`config.mk`:
```
export PLATFORM = sky130hd
export DESIGN_NAME = cheri_dmem_responder
export DESIGN_NICKNAME = d
export VERILOG_FILES = /design/src/rtl/cheri_dmem_responder.sv
export SDC_FILE = /design/constraint.sdc
export NUM_CORES = 1
export LEC_CHECK = 0
export CAP_MARGIN = 20
export CELL_PAD_IN_SITES_DETAIL_PLACEMENT = 1
export CELL_PAD_IN_SITES_GLOBAL_PLACEMENT = 2
export CORE_ASPECT_RATIO = 0.6
export CORE_UTILIZATION = 10
export CTS_CLUSTER_DIAMETER = 100
export DETAILED_ROUTE_END_ITERATION = 8
export GPL_TIMING_DRIVEN = 0
export PLACE_DENSITY_LB_ADDON = 0.1
export SYNTH_ARGS = -nofsm -noshare
export SYNTH_HDL_FRONTEND = slang
export SYNTH_SLANG_ARGS = --single-unit
```
`constraint.sdc`:
```
create_clock -name clk_i -period 2.7 [get_ports clk_i]
set_input_delay 0.405 -clock clk_i [delete_from_list [all_inputs] [get_ports clk_i]]
set_output_delay 0.405 -clock clk_i [all_outputs]
set_load 0.02 [all_outputs]
```
`src/rtl/cheri_dmem_responder.sv`:
```
// cheri_dmem_responder
// Memory-side responder for the CHERIoT core data port. Requests are granted
// after WaitStates cycles. Granted accesses drive a single-port tagged SRAM
// with 1-cycle read latency. Each grant produces one response on the
// following cycle, carrying read data or a bus error.
// Optional feature: define CHERI_DMEM_TAGCLR_EN so that non-capability
// writes clear the stored tag bit.
module cheri_dmem_responder #(
    parameter logic [31:0] MemBase    = 32'h2004_0000,
    parameter int          MemAddrW   = 14,
    parameter int          WaitStates = 0
) (
    input  logic                clk_i,
    input  logic                rstn_i,
    input  logic                data_req_i,
    output logic                data_gnt_o,
    input  logic                data_we_i,
    input  logic                data_is_cap_i,
    input  logic [3:0]          data_be_i,
    input  logic [31:0]         data_addr_i,
    input  logic [32:0]         data_wdata_i,
    output logic                data_rvalid_o,
    output logic [32:0]         data_rdata_o,
    output logic                data_err_o,
    output logic                mem_cs_o,
    output logic                mem_we_o,
    output logic [MemAddrW-1:0] mem_addr_o,
    output logic [4:0]          mem_bwe_o,
    output logic [32:0]         mem_wdata_o,
    input  logic [32:0]         mem_rdata_i
);

    localparam logic [32:0] WinBytes = 33'd4 << MemAddrW;
    localparam bit          HasWait  = (WaitStates > 0);
    localparam logic [2:0]  WaitLoad = (WaitStates > 0) ? 3'(WaitStates - 1) : 3'd0;

    localparam logic [0:0] ST_IDLE  = 1'b0;
    localparam logic [0:0] ST_STALL = 1'b1;

    logic [0:0]  r_state;
    logic [2:0]  r_cnt;
    logic        r_rvalid;
    logic        r_err;
    logic        r_rd_pending;

    logic        w_gnt;
    logic [31:0] w_offset;
    logic        w_in_range;
    logic        w_misaligned;
    logic        w_err;
    logic        w_access;
    logic        w_tag_we;
    logic        w_tag_wdata;

    // Grant decision: immediate when there are no wait states, otherwise once the stall counter has run out.
    always_comb begin
        w_gnt = 1'b0;
        if (rstn_i && data_req_i) begin
            case (r_state)
                ST_IDLE:  w_gnt = !HasWait;
                ST_STALL: w_gnt = (r_cnt == 3'd0);
                default:  w_gnt = 1'b0;
            endcase
        end
    end

    // Wait-state FSM; a request withdrawn while stalling returns to IDLE without a grant.
    always_ff @(posedge clk_i or negedge rstn_i) begin
        if (!rstn_i) begin
            r_state <= ST_IDLE;
            r_cnt   <= 3'd0;
        end else begin
            case (r_state)
                ST_IDLE: begin
                    if (data_req_i && HasWait) begin
                        r_state <= ST_STALL;
                        r_cnt   <= WaitLoad;
                    end
                end
                ST_STALL: begin
                    if (!data_req_i) begin
                        r_state <= ST_IDLE;
                        r_cnt   <= 3'd0;
                    end else if (r_cnt != 3'd0) begin
                        r_cnt <= r_cnt - 3'd1;
                    end else begin
                        r_state <= ST_IDLE;
                    end
                end
                default: begin
                    r_state <= ST_IDLE;
                    r_cnt   <= 3'd0;
                end
            endcase
        end
    end

    // Address decode and error classification. An address below MemBase wraps to a huge offset and fails the range test.
    always_comb begin
        w_offset     = data_addr_i - MemBase;
        w_in_range   = ({1'b0, w_offset} < WinBytes);
        w_misaligned = (data_addr_i[1:0] != 2'b00);
        w_err        = !w_in_range
                     || (data_is_cap_i && w_misaligned)
                     || (data_is_cap_i && data_we_i && (data_be_i != 4'hF));
        w_access     = w_gnt && !w_err;
    end

    // Tag write policy: capability writes store the tag; plain writes either clear it or leave it alone.
    always_comb begin
        w_tag_wdata = data_is_cap_i ? data_wdata_i[32] : 1'b0;
`ifdef CHERI_DMEM_TAGCLR_EN
        w_tag_we    = data_we_i && (data_is_cap_i || (data_be_i != 4'h0));
`else
        w_tag_we    = data_we_i && data_is_cap_i;
`endif
    end

    // SRAM drive; errored accesses never reach the macro.
    always_comb begin
        mem_cs_o    = w_access;
        mem_we_o    = w_access && data_we_i;
        mem_addr_o  = w_offset[MemAddrW+1:2];
        mem_wdata_o = {w_tag_wdata, data_wdata_i[31:0]};
        mem_bwe_o   = mem_we_o ? {w_tag_we, data_be_i} : 5'b0;
    end

    // Response pipeline: one response per grant, one cycle later, aligned with the SRAM read latency.
    always_ff @(posedge clk_i or negedge rstn_i) begin
        if (!rstn_i) begin
            r_rvalid     <= 1'b0;
            r_err        <= 1'b0;
            r_rd_pending <= 1'b0;
        end else begin
            r_rvalid     <= w_gnt;
            r_err        <= w_gnt && w_err;
            r_rd_pending <= w_access && !data_we_i;
        end
    end

    // Response outputs; read data is only forwarded for a successful read and is zero otherwise.
    always_comb begin
        data_gnt_o    = w_gnt;
        data_rvalid_o = r_rvalid;
        data_err_o    = r_err;
        data_rdata_o  = (r_rvalid && r_rd_pending) ? mem_rdata_i : 33'd0;
    end

endmodule

```
==> impl_metrics.yaml, run 1 <==
status:
  status: "completed"
cells_and_area:
  areaGrowthSynthToFinish_pct: 167.1
  utilization_pct: 28.05
  final_nets: 409
  final_area_sq_um: 2820
  drive_above_1_share_pct: 22.74
  diodes: 0
setup_path:
  cp.required_ps: 2300
  r2r_start: "r_cnt[1]"
  endpoint: "mem_we_o"
  rrSetupSlack_ps: 1310
  crit_type: "input pin to output port"
  crit_path_max_fanout: 6
  startpoint: "data_addr_i[25]"
  crit_path_start_kind: "input pin"
  r2r-end: "r_cnt[2]"
  end_kind: "output port"
  critPathArrivalTime_ps: 2190
  reg2reg_depth: 6
timing:
  rsz0062_at_grt: "no"
  hold_viol: 0
  drv_slew: 0
  slew_headroom_pct: 75.40
  setup_tns_ps: 0
  tightestPinTransition_ps: 368.4
  setup_ws_ps: 108.7
  fmax_mhz: 385.9
  finalSetupViolCount: 0
  fin_crit_sh_pct: 95.98
  layout_min_cycle_time_ps: 2591
  fin_skew_ps: 1.803
  holdWs_ps: 70.14
cts:
  cts_max_level: 1
  path_clk_slew_ps: 40
  clock_path_buffers: 2
  ctsHoldBuffers: 0
  cts.sinks: 7
  cts_made_buffers: 3
  cts_tree: "yes"
  clock_latency_ps: 230
  cts_root_buf: "clkbuf_16"
grt:
  grt-busiest-layer: "met2"
  grt_pass1_wl_um: 7921
  use_met3_pct: 3.086
  grt_max_degree: 11
  grt_util_met1_pct: 10.49
  grt-ovfl-total: 0
  met2_usage_pct: 17.58
  grt_usage_pct: 9.281
  grt_pass1_vias: 1547
  antenna_found_initial: 0
placed_design:
  hpwl_um: 4898
  routabilityCongestion: 0.7100
  pre_cts_ws_ps: -439.9
  io_buffers: 150
  place_area_sq_um: 2726
power_and_ir_drop:
  clock_power_share_pct: 38.7
  power_frac_seq_pct: 16.8
  leakagePower_nw: 1.294
  sw_frac_of_total_pct: 24.51
  powerDensity_nw_per_um2: 229.7
  p_switching_mw: 0.1587
  irDropWorstVdd_uv: 149.6
  p_int_mw: 0.4890
  share_comb_of_total_power_pct: 44.5
logic_synthesis:
  avgSynthCellArea_sq_um: 7.283
  synth_cell_types: 27
  synth_top_area_share_pct: 33.41
  ys_seq_elements: 7
  netlist_instances: 145
  yosys.area.top_type: "buf_4"
  synth_seq_area_share_pct: 16.59
  ys_warn_count: 0
  netlist_area_sq_um: 1056
  yosys-top-cells-area: "buf_4 (33%), and3_1 (20%), dfrtp_1 (17%), inv_1 (3.9%), nor3_1 (2.8%)"
  syn_nets: 254
floorplanning:
  rows: 28
  pin_count: 197
  die_w_um: 134.7
  core_area_sq_um: 10050
  initial_utilization_pct: 10.50
  die-area_sq_um: 10990
  die_h_um: 81.60
drt:
  ant_nets: 0
  drt-pass1-iter-count: 2
  wire_per_inst_um: 12.48
  drcViolationCount: 0
  vias: 1497
  vias_per_cell: 3.449
  drt_wl_total_um: 5418
  drt_iter0_drc: 45
worst_hold_path:
  hp-class: "input pin to asynchronous set/reset pin"
run:
  cap_violations: 0
## how the worst min path moves through the flow
| stage | start | end | slack [ps] | cells past startpoint |
|---|---|---|---|---|
| floorplan | rstn_i | data_err_o | 110 | 0 |
| global placement | r_cnt[0] | r_cnt[0] | 480 | 1 |
| detailed placement | r_cnt[0] | r_cnt[0] | 500 | 1 |
| CTS | rstn_i | r_cnt[2] | 470 | 1 |
| global route | rstn_i | r_state | 100 | 1 |
| finish | rstn_i | r_state | 70 | 1 |
## state kept, by name, summed over array words and instances (netlist names)
signal and count:
data_err_o 1, r_cnt 3, r_state 1, r_rd_pending 1
data_rvalid_o 1
## layout by cell type (no fill, tap or decap), types with 2 or more instances in the layout
cell type and instances:
and2_1 2, nand2_1 2, buf_4 49, nor3_2 2, and3_1 33, nand3_1 2, ha_1 2, clkbuf_1 6
inv_1 11, buf_2 5, nor3_1 4, o21ai_0 4, dfrtp_1 7, nand4_1 3, nor2_1 5, clkbuf_16 3
clkdlybuf4s50_1 142, nor2b_1 2
## per-layer routing
layer  wire (um)  part of all wire [%]  up-vias
met5           0                     0        -
met4           6                  0.11        0
met3         418                   7.7        2
met2        2889                    53       64
met1        2104                    39      679
li1            -                     -      752
## metrics by stage
step / power [mW] / instances
after floorplan: 0.2273 / 145
after global placement: 0.3967 / 430
after detailed placement: 0.3977 / 430
after CTS: 0.6555 / 434
after global routing: 0.6811 / 434
final: 0.6478 / 434
## final cells by class
cell class	count	area, sq um
timing repair buffer	151	1485
inverter	11	41.29
clock inverter	1	5.005
multi-input combinational	73	494.2
fill	1175	7234
sequential	7	175.2
tap	135	168.9
buffer	53	375.4
clock buffer	3	75.07
## power groups by stage
stage	registers, mW	logic [mW]	clock network, mW
after global placement	0.110	0.287	0
after floorplan	0.111	0.116	0
after CTS	0.109	0.289	0.258
final	0.109	0.288	0.251
after detailed placement	0.110	0.288	0
after global routing	0.109	0.306	0.266
## cells by family (layout without fill, tap and decap cells)
kind of cell	Yosys count	in the layout	synth area share (%)
AO/OA/AOI/OAI	9	9	5.452
adder cells (fa/ha/maj)	2	2	2.369
buffers and inverters	65	219	39.81
flip-flops	7	7	16.59
AND/OR/NAND/NOR	62	62	35.78
## cells in the mapped netlist
master / n
ha_1: 2
nor3b_2: 1
nand3_1: 2
dfrtp_1: 7
nor2b_1: 2
nor4bb_1: 1
a22o_1: 1
nor3_1: 6
a31oi_1: 1
and3_1: 33
nor4_1: 1
a32oi_1: 1
nand4_1: 3
clkbuf_1: 6
o21ai_0: 4
nand2b_1: 1
and2_1: 2
buf_4: 47
and4bb_1: 1
or2_2: 1
inv_1: 11
or4_1: 1
buf_1: 1
nand2_1: 2
nor2_1: 5
a21boi_0: 1
o22ai_1: 1
## critical path, stage by stage
cell	delay, ps
clkdlybuf4s50_1	420
or4_4	540
a32oi_2	180
nand4_1	120
buf_4	170
nor2_1	90
clkdlybuf4s15_2	270
## what timing repair did
item                       4_1_cts  5_1_grt
gates resized for setup         32        9
buffers inserted                 0        1
pin swaps                        1        2
setup endpoints to repair        7        8
No activity file was read; power rests on OpenSTA's default activity.
==> run 2, diff against run 1 <==
--- a/config.mk
+++ b/config.mk
@@ -8,12 +8,13 @@
 export CAP_MARGIN = 20
 export CELL_PAD_IN_SITES_DETAIL_PLACEMENT = 1
 export CELL_PAD_IN_SITES_GLOBAL_PLACEMENT = 2
-export CORE_ASPECT_RATIO = 0.6
 export CORE_UTILIZATION = 10
+export CTS_BUF_LIST = sky130_fd_sc_hd__clkbuf_4 sky130_fd_sc_hd__clkbuf_8 sky130_fd_sc_hd__clkbuf_16
 export CTS_CLUSTER_DIAMETER = 100
 export DETAILED_ROUTE_END_ITERATION = 8
 export GPL_TIMING_DRIVEN = 0
 export PLACE_DENSITY_LB_ADDON = 0.1
+export SKIP_LAST_GASP = 1
 export SYNTH_ARGS = -nofsm -noshare
 export SYNTH_HDL_FRONTEND = slang
 export SYNTH_SLANG_ARGS = --single-unit
==> impl_metrics.yaml, run 2 (synthesized netlist as in run 1, its figures left out) <==
status:
  status: "completed"
setup_path:
  crit_path_cell_trace: "clkdlybuf4s50_1 > or4_1 > a32oi_2 > and4bb_2 > and2_1 > clkdlybuf4s15_2"
  r2r_start: "r_cnt[1]"
  crit_type: "input pin to output port"
  cpMaxStageDelayCell: "or4_1"
  cp_slowest_stage_delay_ps: 550
  rrSetupSlack_ps: 1340
  crit_path_start_kind: "input pin"
  cp.required_ps: 2300
  startpoint: "data_addr_i[25]"
  crit_path_max_fanout: 2
  end_kind: "output port"
  critPathArrivalTime_ps: 2220
  reg2reg_depth: 6
  r2r-end: "r_cnt[2]"
timing:
  fin_crit_sh_pct: 97.29
  setup_tns_ps: 0
  drv_slew: 0
  fin_skew_ps: 2.379
  slew_headroom_pct: 74.59
  fmax_mhz: 380.7
  finalSetupViolCount: 0
  tightestPinTransition_ps: 380.6
  layout_min_cycle_time_ps: 2627
  hold_viol: 0
  holdWs_ps: 81.78
power_and_ir_drop:
  irDropWorstVdd_uv: 92.05
  p_total_mw: 0.5493
  share_comb_of_total_power_pct: 52.3
  clock_power_share_pct: 27.9
  leakagePower_nw: 1.280
  p_switching_mw: 0.1432
  power_frac_seq_pct: 19.8
  sw_frac_of_total_pct: 26.07
  p_int_mw: 0.4061
  powerDensity_nw_per_um2: 197.3
placed_design:
  place_inst: 431
  routabilityCongestion: 0.6476
  io_buffers: 150
  hpwl_um: 4434
cts:
  cts_tree: "yes"
  cts_max_level: 1
  clock_path_buffers: 2
  cts_root_buf: "clkbuf_8"
  clock_latency_ps: 220
  ctsHoldBuffers: 0
  cts.sinks: 7
  cts_made_buffers: 3
  path_clk_slew_ps: 40
cells_and_area:
  areaGrowthSynthToFinish_pct: 163.6
  top_register: "r_cnt"
  stdcell_count: 436
  final_common_cell: "clkdlybuf4s50_1"
  final_cell_mix: "clkdlybuf4s50_1 (142), buf_4 (50), and3_1 (33)"
  diodes: 0
  final_nets: 410
  largest_register_ffs: 3
  drive_above_1_share_pct: 21.67
drt:
  drcViolationCount: 0
  vias: 1558
  wire_per_inst_um: 11.63
  ant_nets: 0
  vias_per_cell: 3.573
  drt_wl_total_um: 5072
  drt-pass1-iter-count: 4
  drt_iter0_drc: 54
floorplanning:
  pin_count: 197
  die-area_sq_um: 10970
  die_h_um: 104.8
  die_w_um: 104.8
  initial_utilization_pct: 10.28
  core_area_sq_um: 10280
  rows: 37
grt:
  antenna_found_initial: 0
  grt-ovfl-total: 0
  grt_pass1_vias: 1616
  grt_usage_pct: 8.727
  grt_pass1_wl_um: 7907
  grt_max_degree: 11
worst_hold_path:
  hp-class: "input pin to asynchronous set/reset pin"
run:
  cap_violations: 0
-- run 2: cell types whose count changed in the layout (fill, tap and decap cells not counted), moves of 2 or more --
cell and change:
nor3_1 +2, clkbuf_16 -3, nor3_2 -2, clkbuf_8 +3
-- run 2: worst max path at each step --
stage	slack [ps]	endpoint	depth (start not counted)
after floorplan	500	mem_bwe_o[0]	4
after global placement	-470	mem_bwe_o[0]	7
after detailed placement	-470	mem_bwe_o[0]	7
after CTS	-7	mem_we_o	6
after global routing	-20	mem_cs_o	6
final	70	mem_cs_o	6
-- run 2: area by class of cell --
cell class | instances | area (sq um)
clock buffer | 4 | 48.80
multi-input combinational | 73 | 474.2
inverter | 11 | 41.29
buffer | 53 | 375.4
tap | 136 | 170.2
sequential | 7 | 175.2
timing repair buffer | 152 | 1499
fill | 1232 | 7493
-- run 2: power groups by stage --
stage	registers, mW	clock network, mW	logic (mW)
floorplan	0.111	0	0.116
global placement	0.110	0	0.286
detailed placement	0.110	0	0.288
CTS	0.109	0.160	0.289
global route	0.109	0.170	0.304
finish	0.109	0.154	0.287
-- run 2: timing repair --
| item | 4_1_cts | 5_1_grt |
|---|---|---|
| setup endpoints to repair | 7 | 8 |
| pin swaps | 1 | 2 |
| buffers inserted | 0 | 2 |
| gates resized for setup | 32 | 4 |
| hold endpoints to repair | 0 | 0 |
-- run 2: per-layer routing --
layer	up-vias	share of wire, %	track usage, %
li1	751	-	-
met1	688	42	10.59
met2	117	48	15.52
met3	2	10	1.934
met4	0	0.37	2.113
met5	-	0	0
-- run 2: per-stage QoR --
step / worst slack, ps / utilization, % / area, sq um
finish: 73.09 / 27.09 / 2784
global route: -18.66 / 27.09 / 2784
CTS: -6.619 / 26.86 / 2760
detailed placement: -466.9 / 26.54 / 2728
global placement: -473.1 / 26.54 / 2728
floorplan: 502.7 / - / 1056
-- run 2: worst max-delay path, delay by kind of cell --
kind	cells	cell delay (ps)
AO/OA/AOI/OAI	1	180
AND/OR/NAND/NOR	3	940
buffers and inverters	2	690
